`src/rtl/fpnew_hub_addmul_sched.sv`:
```
// Issues ADD/MUL requests to an adder and a multiplier and returns their results in
// request order, tracked by an order FIFO; unsupported ops complete at once with NV set.
package fpnew_pkg;
  typedef enum logic [3:0] {
    FMADD, FNMSUB, ADD, MUL, DIV, SQRT, SGNJ, MINMAX,
    CMP, CLASSIFY, F2F, F2I, I2F, CPKAB, CPKCD
  } operation_e;

  typedef struct packed {
    logic NV;
    logic DZ;
    logic OF;
    logic UF;
    logic NX;
  } status_t;
endpackage

module fpnew_hub_addmul_sched #(
  parameter int unsigned Width    = 32,
  parameter int unsigned TagWidth = 4,
  parameter int unsigned Depth    = 4
) (
  input  logic                  clk_i,
  input  logic                  rst_ni,
  input  logic [2*Width-1:0]    operands_i,
  input  fpnew_pkg::operation_e op_i,
  input  logic [TagWidth-1:0]   tag_i,
  input  logic                  in_valid_i,
  output logic                  in_ready_o,
  input  logic                  flush_i,
  output logic                  unit_flush_o,
  output logic [2*Width-1:0]    add_operands_o,
  output logic [2*Width-1:0]    mul_operands_o,
  output logic                  add_valid_o,
  input  logic                  add_ready_i,
  output logic                  mul_valid_o,
  input  logic                  mul_ready_i,
  input  logic [Width-1:0]      add_result_i,
  input  logic [Width-1:0]      mul_result_i,
  input  logic [4:0]            add_status_i,
  input  logic [4:0]            mul_status_i,
  input  logic                  add_out_valid_i,
  output logic                  add_out_ready_o,
  input  logic                  mul_out_valid_i,
  output logic                  mul_out_ready_o,
  output logic [Width-1:0]      result_o,
  output logic [4:0]            status_o,
  output logic [TagWidth-1:0]   tag_o,
  output logic                  out_valid_o,
  input  logic                  out_ready_i,
  output logic                  busy_o
);

  localparam int unsigned PtrW = $clog2(Depth);
  localparam int unsigned CntW = PtrW + 1;

  typedef enum logic [1:0] {KIND_ADD, KIND_MUL, KIND_ILL} kind_e;

  typedef struct packed {
    kind_e               kind;
    logic [TagWidth-1:0] tag;
  } entry_t;

  entry_t          fifo_reg [Depth];
  logic [PtrW-1:0] rd_ptr_reg, wr_ptr_reg;
  logic [CntW-1:0] count_reg, count_next;

  kind_e  in_kind;
  entry_t head;
  logic   full, empty, accept_ok, unit_ready, push, pop;

  assign in_kind = (op_i == fpnew_pkg::ADD) ? KIND_ADD :
                   (op_i == fpnew_pkg::MUL) ? KIND_MUL : KIND_ILL;

  assign full  = (count_reg == CntW'(Depth));
  assign empty = (count_reg == '0);
  assign head  = fifo_reg[rd_ptr_reg];

  assign add_operands_o = operands_i;
  assign mul_operands_o = operands_i;
  assign unit_flush_o   = flush_i;
  assign busy_o         = !empty;

  always_comb begin
    unit_ready = 1'b1;
    case (in_kind)
      KIND_ADD: unit_ready = add_ready_i;
      KIND_MUL: unit_ready = mul_ready_i;
      default:  unit_ready = 1'b1;
    endcase
  end

  // Acceptance never looks at this cycle's pop: a full FIFO stays closed until the next edge.
  assign accept_ok   = rst_ni && !full && !flush_i;
  assign in_ready_o  = accept_ok && unit_ready;
  assign add_valid_o = accept_ok && in_valid_i && (in_kind == KIND_ADD);
  assign mul_valid_o = accept_ok && in_valid_i && (in_kind == KIND_MUL);
  assign push        = in_valid_i && in_ready_o;

  always_comb begin
    out_valid_o     = 1'b0;
    add_out_ready_o = 1'b0;
    mul_out_ready_o = 1'b0;
    result_o        = '0;
    status_o        = '0;
    tag_o           = '0;
    if (!empty) begin
      tag_o = head.tag;
      case (head.kind)
        KIND_ADD: begin
          out_valid_o     = add_out_valid_i;
          add_out_ready_o = out_ready_i;
          result_o        = add_result_i;
          status_o        = add_status_i;
        end
        KIND_MUL: begin
          out_valid_o     = mul_out_valid_i;
          mul_out_ready_o = out_ready_i;
          result_o        = mul_result_i;
          status_o        = mul_status_i;
        end
        default: begin
          out_valid_o = 1'b1;
          status_o    = 5'b10000; // invalid-operation flag only
        end
      endcase
      if (!rst_ni) begin
        out_valid_o     = 1'b0;
        add_out_ready_o = 1'b0;
        mul_out_ready_o = 1'b0;
      end
    end
  end

  assign pop        = out_valid_o && out_ready_i;
  assign count_next = count_reg + CntW'(push) - CntW'(pop);

  always_ff @(posedge clk_i) begin
    if (!rst_ni || flush_i) begin
      count_reg  <= '0;
      rd_ptr_reg <= '0;
      wr_ptr_reg <= '0;
    end else begin
      count_reg <= count_next;
      if (push) wr_ptr_reg <= wr_ptr_reg + PtrW'(1);
      if (pop)  rd_ptr_reg <= rd_ptr_reg + PtrW'(1);
    end
  end

  always_ff @(posedge clk_i) begin
    if (push) fifo_reg[wr_ptr_reg] <= '{kind: in_kind, tag: tag_i};
  end

endmodule
```
`config.mk`:
```
export PLATFORM = sky130hd
export DESIGN_NAME = fpnew_hub_addmul_sched
export DESIGN_NICKNAME = d
export VERILOG_FILES = /design/src/rtl/fpnew_hub_addmul_sched.sv
export SDC_FILE = /design/constraint.sdc
export NUM_CORES = 1
export LEC_CHECK = 0
export ABC_AREA = 0
export BUFFER_PORTS_ARGS = -buffer_cell sky130_fd_sc_hd__buf_4
export CELL_PAD_IN_SITES_DETAIL_PLACEMENT = 1
export CELL_PAD_IN_SITES_GLOBAL_PLACEMENT = 2
export CORE_MARGIN = 2
export CORE_UTILIZATION = 17
export CTS_BUF_LIST = sky130_fd_sc_hd__clkbuf_8
export DETAILED_ROUTE_END_ITERATION = 8
export PLACE_DENSITY_LB_ADDON = 0.1
export REMOVE_ABC_BUFFERS = 1
export SYNTH_ARGS = -nofsm -noshare
export SYNTH_HDL_FRONTEND = slang
export SYNTH_SLANG_ARGS = --single-unit
```
`constraint.sdc`:
```
create_clock -name clk_i -period 3.2 [get_ports clk_i]
set_input_delay 0.64 -clock clk_i [delete_from_list [all_inputs] [get_ports clk_i]]
set_output_delay 0.64 -clock clk_i [all_outputs]
set_load 0.05 [all_outputs]
```
==> report_table.html, run 1 <==
<table>
<tr><th>Metric</th><th>Value</th></tr>
<tr><th colspan="2">STA</th></tr>
<tr><td>Slew Limit Fails</td><td>0</td></tr>
<tr><td>Period Utilization, post-route</td><td>~94%</td></tr>
<tr><td>RSZ-0062 raised after global routing</td><td>no</td></tr>
<tr><td>Slew margin rel.</td><td>63.14%</td></tr>
<tr><td>Crit path time final</td><td>around 3 ns</td></tr>
<tr><td>Worst clock skew on the final layout</td><td>approximately 0.0051 ns</td></tr>
<tr><td>Maximum frequency from static timing analysis</td><td>approximately 330 MHz</td></tr>
<tr><td>Worst-case setup margin in the final layout</td><td>between 0.15 and 0.2 ns</td></tr>
<tr><td>Setup violators final</td><td>0</td></tr>
<tr><td>Transition time at the pin with the least slew margin</td><td>around 0.55 ns</td></tr>
<tr><td>Number of hold violations in the final report</td><td>0</td></tr>
<tr><th colspan="2">Finish</th></tr>
<tr><td>Fill cells</td><td>2082</td></tr>
<tr><td>Nets</td><td>around 540</td></tr>
<tr><td>Relative area change from synthesis to final layout</td><td>16.74%</td></tr>
<tr><td>Number of flip-flops under the largest register name</td><td>24</td></tr>
<tr><td>Antenna diode count</td><td>0</td></tr>
<tr><td>Fraction of layout cells with a size suffix above 1</td><td>roughly 45%</td></tr>
<tr><th colspan="2">Global routing</th></tr>
<tr><td>Initial antenna violation count</td><td>0</td></tr>
<tr><td>Vias in the first global route</td><td>~2700</td></tr>
<tr><td>First-pass GRT wire length</td><td>about 27000 µm</td></tr>
<tr><td>Remaining global-route overflow</td><td>0</td></tr>
<tr><td>Pin count of the biggest net entering global routing</td><td>39</td></tr>
<tr><td>Overall routing resource usage</td><td>~22%</td></tr>
<tr><th colspan="2">Min path</th></tr>
<tr><td>Hold depth</td><td>2</td></tr>
<tr><td>Classification of the worst-slack hold path</td><td>register to register</td></tr>
<tr><th colspan="2">Power and ir drop</th></tr>
<tr><td>Pwr Density</td><td>approximately 300 nW/µm²</td></tr>
<tr><td>Power after layout</td><td>approximately 0.0011 W</td></tr>
<tr><td>Largest voltage drop on the vdd net</td><td>approximately 150 µV</td></tr>
<tr><td>Leak</td><td>about 1.6 nW</td></tr>
<tr><th colspan="2">Synthesis</th></tr>
<tr><td>Distinct cell type count after synthesis</td><td>36</td></tr>
<tr><td>Post-synth top area cell</td><td>sky130_fd_sc_hd__buf_4</td></tr>
<tr><td>Register bit total from synthesis</td><td>33</td></tr>
<tr><td>Mapped cell area</td><td>3050 µm²</td></tr>
<tr><td>Share of Yosys cell area claimed by the top area cell type</td><td>between 30% and 40%</td></tr>
<tr><td>Average size of a mapped cell</td><td>roughly 8.4 µm²</td></tr>
<tr><td>Share of synthesized area occupied by flip-flops and latches</td><td>29.53%</td></tr>
<tr><td>Cells after Synth</td><td>around 370</td></tr>
<tr><td>Top cells by area in the synthesized netlist</td><td>sky130_fd_sc_hd__buf_4 32%, sky130_fd_sc_hd__edfxtp_1 24%, sky130_fd_sc_hd__nand2_1 9.1%, sky130_fd_sc_hd__a21oi_1 6.4%, sky130_fd_sc_hd__dfxtp_1 5.9%</td></tr>
<tr><td>Yosys Warn Count</td><td>0</td></tr>
<tr><th colspan="2">Worst setup path</th></tr>
<tr><td>Stages on worst setup path</td><td>6</td></tr>
<tr><td>Largest stage delay on the critical path</td><td>between 0.5 and 0.6 ns</td></tr>
<tr><td>Kind of cell with the highest combined delay on the critical path</td><td>buffers and inverters</td></tr>
<tr><td>Type of destination of the critical path</td><td>primary output</td></tr>
<tr><td>Required time worst endpoint</td><td>around 2.6 ns</td></tr>
<tr><td>Worst EP arrival</td><td>2.37 ns</td></tr>
<tr><td>R2R depth</td><td>10</td></tr>
<tr><td>Number of buffers and inverters on the critical path</td><td>3</td></tr>
<tr><td>Kind of critical path</td><td>register to primary output</td></tr>
<tr><td>CP Launch Type</td><td>register</td></tr>
<tr><td>Cell occurring most often along the worst timing path</td><td>sky130_fd_sc_hd__buf_4</td></tr>
<tr><td>Ordered list of cells on the worst path</td><td>mux4_2 &gt; inv_1 &gt; nand2_2 &gt; buf_4 &gt; a21oi_1 &gt; buf_4</td></tr>
<tr><td>Critical-path cell with the highest stage delay</td><td>sky130_fd_sc_hd__mux4_2</td></tr>
<tr><td>Worst Path Max Fanout</td><td>22</td></tr>
<tr><th colspan="2">Clocking</th></tr>
<tr><td>Root cell of the clock tree</td><td>sky130_fd_sc_hd__clkbuf_8</td></tr>
<tr><td>CTS H-Tree Depth</td><td>2</td></tr>
<tr><td>Buffer levels on the longest clock path</td><td>2</td></tr>
<tr><td>Setup Buffers After CTS</td><td>0</td></tr>
<tr><td>Clock Latency Late Sink</td><td>between 0.2 and 0.3 ns</td></tr>
<tr><td>CTS tree</td><td>yes</td></tr>
<tr><td>Num CTS Buffers</td><td>5</td></tr>
<tr><td>Clk sinks</td><td>33</td></tr>
<tr><td>Resize count post-CTS</td><td>0</td></tr>
<tr><td>Clock slew seen by the registers of the worst setup and hold paths</td><td>0.07 ns</td></tr>
<tr><td>Count of hold-fix buffers inserted at cts</td><td>0</td></tr>
<tr><th colspan="2">Place</th></tr>
<tr><td>Final Wtd Congestion</td><td>just over 0.8</td></tr>
<tr><td>Worst slack at placement</td><td>approximately 0.37 ns</td></tr>
<tr><td>Port bufs</td><td>~140</td></tr>
<tr><td>HPWL after detailed placement</td><td>roughly 19000 µm</td></tr>
<tr><th colspan="2">Floorplan</th></tr>
<tr><td>Die footprint</td><td>19030 µm²</td></tr>
<tr><td>Die Ht</td><td>138.0 µm</td></tr>
<tr><td>Die Span X</td><td>~140 µm</td></tr>
<tr><td>Number of standard-cell rows in the floorplan</td><td>48</td></tr>
<tr><td>Boundary pin count</td><td>about 330</td></tr>
<tr><td>Core area</td><td>17420 µm²</td></tr>
<tr><td>Starting Density</td><td>17.51%</td></tr>
<tr><th colspan="2">Drt</th></tr>
<tr><td>Antenna Violating Nets Remaining</td><td>0</td></tr>
<tr><td>Count of TritonRoute iterations in the first routing pass</td><td>4</td></tr>
<tr><td>DRC</td><td>0</td></tr>
<tr><td>Wirelength, routed</td><td>approximately 22000 µm</td></tr>
<tr><td>Vias after detailed routing</td><td>approximately 2600</td></tr>
<tr><td>Wire per inst</td><td>approximately 37 µm</td></tr>
<tr><td>Avg Vias per Cell</td><td>roughly 4.3</td></tr>
<tr><td>DR iter-0 viols</td><td>166</td></tr>
<tr><th colspan="2">Outcome</th></tr>
<tr><td>Result of the run</td><td>complete, no violations</td></tr>
<tr><th colspan="2">Job</th></tr>
<tr><td>Total of max-cap violations</td><td>0</td></tr>
</table>
-- kinds of logic (layout without fill, tap and decap cells) --
kind of cell	count (synthesis)	in the layout	synth area share, %
buffers and inverters	155	171	35.32
and+or+nand+nor	108	108	15.55
muxes	13	13	6.768
xor gates and xnor gates	3	3	0.8615
AOI/OAI and AO/OA	46	46	8.860
adders and majority gates	7	7	3.117
DFF	33	33	29.53
-- power breakdown --
part	total [W]	internal [W]	switching, W	leakage, nW
Clock	0.000384	0.000229	0.000155	0.0518
Combinational	0.000213	0.000108	0.000105	1.23
Sequential	0.000463	0.000461	0.00000198	0.292
Total	0.00106	0.000798	0.000262	1.57
-- cells in the final DEF, fill, tap and decap left out, types with 2 or more instances in the layout --
cell                         n
sky130_fd_sc_hd__mux2i_1     6
sky130_fd_sc_hd__nor3b_1     2
sky130_fd_sc_hd__inv_1      11
sky130_fd_sc_hd__nand2_1    74
sky130_fd_sc_hd__mux4_2      6
sky130_fd_sc_hd__and2_1     10
sky130_fd_sc_hd__a21oi_1    39
sky130_fd_sc_hd__or3_1       2
sky130_fd_sc_hd__nor2b_1     2
sky130_fd_sc_hd__ha_1        6
sky130_fd_sc_hd__edfxtp_1   24
sky130_fd_sc_hd__dfxtp_1     8
sky130_fd_sc_hd__nand3_1     2
sky130_fd_sc_hd__nor2_1      6
sky130_fd_sc_hd__clkbuf_8    5
sky130_fd_sc_hd__nor3_1      2
sky130_fd_sc_hd__nand4_1     2
sky130_fd_sc_hd__nand2b_1    2
sky130_fd_sc_hd__xnor2_1     3
sky130_fd_sc_hd__buf_4     151
-- worst register-to-register path: stages, from the launching register on --
cell and delay, ns:
sky130_fd_sc_hd__dfxtp_1 0.40, sky130_fd_sc_hd__mux4_2 0.55, sky130_fd_sc_hd__mux2i_1 0.26, sky130_fd_sc_hd__a21oi_1 0.12, sky130_fd_sc_hd__ha_1 0.29, sky130_fd_sc_hd__inv_1 0.04, sky130_fd_sc_hd__ha_1 0.18, sky130_fd_sc_hd__fa_1 0.37
sky130_fd_sc_hd__xnor2_1 0.19, sky130_fd_sc_hd__xnor2_1 0.13, sky130_fd_sc_hd__nor2_1 0.05
-- synth_stat cells --
master,number
sky130_fd_sc_hd__a2111oi_4,1
sky130_fd_sc_hd__a211oi_1,1
sky130_fd_sc_hd__a21boi_0,1
sky130_fd_sc_hd__a21oi_1,39
sky130_fd_sc_hd__a31oi_1,1
sky130_fd_sc_hd__and2_1,10
sky130_fd_sc_hd__and3_1,1
sky130_fd_sc_hd__buf_1,1
sky130_fd_sc_hd__buf_2,3
sky130_fd_sc_hd__buf_4,129
sky130_fd_sc_hd__buf_6,1
sky130_fd_sc_hd__clkbuf_1,10
sky130_fd_sc_hd__dfxtp_1,9
sky130_fd_sc_hd__edfxtp_1,24
sky130_fd_sc_hd__fa_1,1
sky130_fd_sc_hd__ha_1,6
sky130_fd_sc_hd__inv_1,11
sky130_fd_sc_hd__mux2_2,1
sky130_fd_sc_hd__mux2i_1,6
sky130_fd_sc_hd__mux4_2,6
sky130_fd_sc_hd__nand2_1,74
sky130_fd_sc_hd__nand2_2,1
sky130_fd_sc_hd__nand2b_1,2
sky130_fd_sc_hd__nand3_1,2
sky130_fd_sc_hd__nand4_1,2
sky130_fd_sc_hd__nor2_1,6
sky130_fd_sc_hd__nor2b_1,2
sky130_fd_sc_hd__nor3_1,2
sky130_fd_sc_hd__nor3b_1,2
sky130_fd_sc_hd__o211a_1,1
sky130_fd_sc_hd__o211ai_1,1
sky130_fd_sc_hd__o311ai_1,1
sky130_fd_sc_hd__or2_2,1
sky130_fd_sc_hd__or3_1,2
sky130_fd_sc_hd__or4_1,1
sky130_fd_sc_hd__xnor2_1,3
-- path summary, 6_finish.rpt --
check / startpoint / end / slack [ns]
setup / recovery: register / result_o[14] / 0.19
hold / removal: rd_ptr_reg[1]$_SDFFE_PP0P_ / register / 0.57
setup reg to reg: register / count_reg[2]$_SDFF_PP0_ / 0.52
hold reg to reg: rd_ptr_reg[1]$_SDFFE_PP0P_ / register / 0.57
-- metal layers --
metal	GRT usage, %	share of wire (%)	vias to the layer above
met5	10.83	0.93	-
met4	7.596	3.4	8
li1	-	-	1091
met3	21.75	22	32
met2	36.17	46	336
met1	18.55	28	1156
-- cell type report --
type	count	area [µm²]	area share (%)
Multi-Input combinational cell	177	1072	30.11
Sequential cell	33	902.1	25.33
Tap cell	225	281.5	7.906
Timing Repair Buffer	152	1154	32.40
Inverter	11	41.29	1.160
Clock inverter	3	41.29	1.160
Clock buffer	5	68.82	1.933
-- through the flow --
| step | utilization [%] | hold WS, ns | TNS, ns | cells | area, µm² |
|---|---|---|---|---|---|
| finish | 20.45 | 0.5656 | 0 | 606 | 3561 |
| global route | 20.45 | 0.5577 | 0 | 606 | 3561 |
| CTS | 20.44 | 0.5583 | 0 | 606 | 3560 |
| detailed placement | 19.81 | 0.5652 | 0 | 598 | 3450 |
| global placement | 19.81 | 0.5227 | 0 | 598 | 3450 |
| floorplan | - | 0.5014 | -0.1204 | 221 | 2014 |
Note: power is estimated with default switching activity, not from simulation.
==> run 2: changes to the inputs <==
Settings changed: CORE_ASPECT_RATIO set to 0.7.
==> run 2 against run 1 <==
  * Setup slack gained 0.064 ns
  * Combinational power shrank 2%
  * Clock power is essentially flat
  * Register-to-register slack lost 0.08 ns
  * Power shrank 0.48%
  * Core utilization shrank 0.13 points
  * Final area shrank 0.91%
  * Final cell count grew 0.50%
  * Via count grew 0.50%
  * First-iteration DRC count grew 7.2%
  * Die area is essentially flat
  * Global-route usage shrank 2.1 points
  * Critical path type unchanged
  * Largest cell class unchanged
  * Highest routed layer unchanged
==> report_table.html, run 2 (synthesized netlist as in run 1, its figures left out) <==
<table>
<tr><th>Metric</th><th>Value</th></tr>
<tr><th colspan="2">Floorplan</th></tr>
<tr><td>Boundary pin count</td><td>332</td></tr>
<tr><td>Die Ht</td><td>between 100 and 150 µm</td></tr>
<tr><td>Starting Density</td><td>between 10% and 20%</td></tr>
<tr><td>Die footprint</td><td>19050 µm²</td></tr>
<tr><td>Number of standard-cell rows in the floorplan</td><td>40</td></tr>
<tr><td>Die Span X</td><td>approximately 160 µm</td></tr>
<tr><td>Core area</td><td>between 15000 and 20000 µm²</td></tr>
<tr><th colspan="2">Global routing</th></tr>
<tr><td>Vias in the first global route</td><td>2684</td></tr>
<tr><td>First-pass GRT wire length</td><td>around 26000 µm</td></tr>
<tr><td>Initial antenna violation count</td><td>0</td></tr>
<tr><td>Remaining global-route overflow</td><td>0</td></tr>
<tr><td>Overall routing resource usage</td><td>roughly 20%</td></tr>
<tr><td>Pin count of the biggest net entering global routing</td><td>39</td></tr>
<tr><th colspan="2">Finish</th></tr>
<tr><td>Flip-flop and latch area</td><td>approximately 900 µm²</td></tr>
<tr><td>Relative area change from synthesis to final layout</td><td>15.67%</td></tr>
<tr><td>Antenna diode count</td><td>0</td></tr>
<tr><td>Most common cell after layout, fill and taps aside</td><td>sky130_fd_sc_hd__buf_4</td></tr>
<tr><td>Nets</td><td>between 500 and 600</td></tr>
<tr><td>Post-layout instance count excluding filler cells</td><td>a little over 600</td></tr>
<tr><td>Number of flip-flops under the largest register name</td><td>24</td></tr>
<tr><td>Fraction of layout cells with a size suffix above 1</td><td>a little over two fifths</td></tr>
<tr><td>Area used by multi-input combinational logic</td><td>1072 µm²</td></tr>
<tr><td>Final cell area excluding filler cells</td><td>between 3000 and 4000 µm²</td></tr>
<tr><td>Most frequent cells in the layout</td><td>149 x sky130_fd_sc_hd__buf_4, 74 x sky130_fd_sc_hd__nand2_1, 39 x sky130_fd_sc_hd__a21oi_1</td></tr>
<tr><td>Fill cells</td><td>about 2100</td></tr>
<tr><th colspan="2">Drt</th></tr>
<tr><td>DRC</td><td>0</td></tr>
<tr><td>Wire per inst</td><td>approximately 32 µm</td></tr>
<tr><td>Wirelength, routed</td><td>slightly below 20000 µm</td></tr>
<tr><td>Avg Vias per Cell</td><td>about 4.3</td></tr>
<tr><td>Vias after detailed routing</td><td>about 2600</td></tr>
<tr><td>Antenna Violating Nets Remaining</td><td>0</td></tr>
<tr><td>Count of TritonRoute iterations in the first routing pass</td><td>5</td></tr>
<tr><td>DR iter-0 viols</td><td>approximately 180</td></tr>
<tr><th colspan="2">STA</th></tr>
<tr><td>Slew margin rel.</td><td>63.07%</td></tr>
<tr><td>Transition time at the pin with the least slew margin</td><td>0.5527 ns</td></tr>
<tr><td>Number of hold violations in the final report</td><td>0</td></tr>
<tr><td>Maximum frequency from static timing analysis</td><td>between 300 and 400 MHz</td></tr>
<tr><td>Slew Limit Fails</td><td>0</td></tr>
<tr><td>RSZ-0062 raised after global routing</td><td>no</td></tr>
<tr><td>Setup violators final</td><td>0</td></tr>
<tr><td>Worst hold slack after final layout</td><td>around 0.55 ns</td></tr>
<tr><td>Worst clock skew on the final layout</td><td>slightly above 0.003 ns</td></tr>
<tr><td>Period Utilization, post-route</td><td>about 90%</td></tr>
<tr><td>Setup TNS</td><td>0 ns</td></tr>
<tr><td>Crit path time final</td><td>approximately 3 ns</td></tr>
<tr><th colspan="2">Worst setup path</th></tr>
<tr><td>Required time worst endpoint</td><td>around 2.6 ns</td></tr>
<tr><td>Worst Path Max Fanout</td><td>36</td></tr>
<tr><td>CP Launch Type</td><td>register</td></tr>
<tr><td>R2R depth</td><td>10</td></tr>
<tr><td>Type of destination of the critical path</td><td>primary output</td></tr>
<tr><td>Worst EP arrival</td><td>2.31 ns</td></tr>
<tr><td>Kind of critical path</td><td>register to primary output</td></tr>
<tr><th colspan="2">Clocking</th></tr>
<tr><td>Setup Buffers After CTS</td><td>0</td></tr>
<tr><td>Resize count post-CTS</td><td>0</td></tr>
<tr><td>Num CTS Buffers</td><td>5</td></tr>
<tr><td>Clk sinks</td><td>33</td></tr>
<tr><td>Root cell of the clock tree</td><td>sky130_fd_sc_hd__clkbuf_8</td></tr>
<tr><td>CTS H-Tree Depth</td><td>2</td></tr>
<tr><td>CTS tree</td><td>yes</td></tr>
<tr><td>Count of hold-fix buffers inserted at cts</td><td>0</td></tr>
<tr><td>Clock slew seen by the registers of the worst setup and hold paths</td><td>around 0.07 ns</td></tr>
<tr><td>Clock Latency Late Sink</td><td>around 0.29 ns</td></tr>
<tr><td>Buffer levels on the longest clock path</td><td>2</td></tr>
<tr><th colspan="2">Outcome</th></tr>
<tr><td>Result of the run</td><td>complete, no violations</td></tr>
<tr><th colspan="2">Power and ir drop</th></tr>
<tr><td>Pwr Density</td><td>around 300 nW/µm²</td></tr>
<tr><td>Power after layout</td><td>around 0.0011 W</td></tr>
<tr><td>Leak</td><td>1.560 nW</td></tr>
<tr><td>Largest voltage drop on the vdd net</td><td>~220 µV</td></tr>
<tr><th colspan="2">Job</th></tr>
<tr><td>Total of max-cap violations</td><td>0</td></tr>
<tr><th colspan="2">Min path</th></tr>
<tr><td>Classification of the worst-slack hold path</td><td>register to register</td></tr>
<tr><td>Hold depth</td><td>2</td></tr>
<tr><td>Origin of the worst min-delay path</td><td>rd_ptr_reg[0]$_SDFFE_PP0P_</td></tr>
<tr><th colspan="2">Place</th></tr>
<tr><td>HPWL after detailed placement</td><td>between 15000 and 20000 µm</td></tr>
<tr><td>Placed cell count</td><td>between 600 and 700</td></tr>
<tr><td>Port bufs</td><td>139</td></tr>
<tr><td>Final Wtd Congestion</td><td>around 0.67</td></tr>
<tr><td>Area of placed instances</td><td>3422 µm²</td></tr>
</table>
run 2: cell types whose count changed in the layout (fill, tap and decap cells not counted):
| cell | change |
|---|---|
| sky130_fd_sc_hd__dfxtp_2 | -1 |
| sky130_fd_sc_hd__buf_4 | -2 |
| sky130_fd_sc_hd__clkinvlp_4 | -1 |
| sky130_fd_sc_hd__inv_1 | +1 |
| sky130_fd_sc_hd__dfxtp_1 | +1 |
| sky130_fd_sc_hd__buf_12 | -1 |
run 2: final timing paths:
kind              slack (ns)                         end
setup / recovery        0.25                result_o[18]
hold / removal          0.55  rd_ptr_reg[0]$_SDFFE_PP0P_
setup reg to reg        0.44     count_reg[2]$_SDFF_PP0_
hold reg to reg         0.55  rd_ptr_reg[0]$_SDFFE_PP0P_
run 2: per-layer routing:
layer / vias up / wire, µm / share of wire (%) / global-route usage (%)
met4: 8 / 201 / 1.0 / 3.743
met5: - / 237 / 1.2 / 8.838
li1: 1091 / - / - / -
met3: 33 / 4180 / 21 / 19.86
met1: 1256 / 8342 / 42 / 25.70
met2: 248 / 6672 / 34 / 23.07
run 2: layout make-up:
cell class	instances	share of cell area, %
clock inverters	3	1.064
inverters	11	1.170
flip-flops and latches	33	25.53
clock buffers	5	1.950
well taps	231	8.191
multi-input cells	177	30.39
repair buffers	149	31.70
run 2: stage by stage:
step | setup WS [ns] | utilization, %
6_report | 0.2492 | 20.32
3_5_place_dp | 0.3688 | 19.70
3_3_place_gp | 0.3851 | 19.70
2_1_floorplan | -0.1204 | -
4_1_cts | 0.2203 | 20.32
5_1_grt | 0.1296 | 20.32
run 2: worst max-delay path: stages, from the launching register on:
cell and delay (ns):
sky130_fd_sc_hd__dfxtp_1 0.62, sky130_fd_sc_hd__mux4_2 0.42, sky130_fd_sc_hd__inv_1 0.22, sky130_fd_sc_hd__nand2_2 0.07, sky130_fd_sc_hd__buf_4 0.26, sky130_fd_sc_hd__a21oi_1 0.20
sky130_fd_sc_hd__buf_4 0.23
run 2: power breakdown:
part           switching, W  internal, W
registers        0.00000199     0.000461
clock network      0.000158     0.000227
logic              0.000102     0.000106
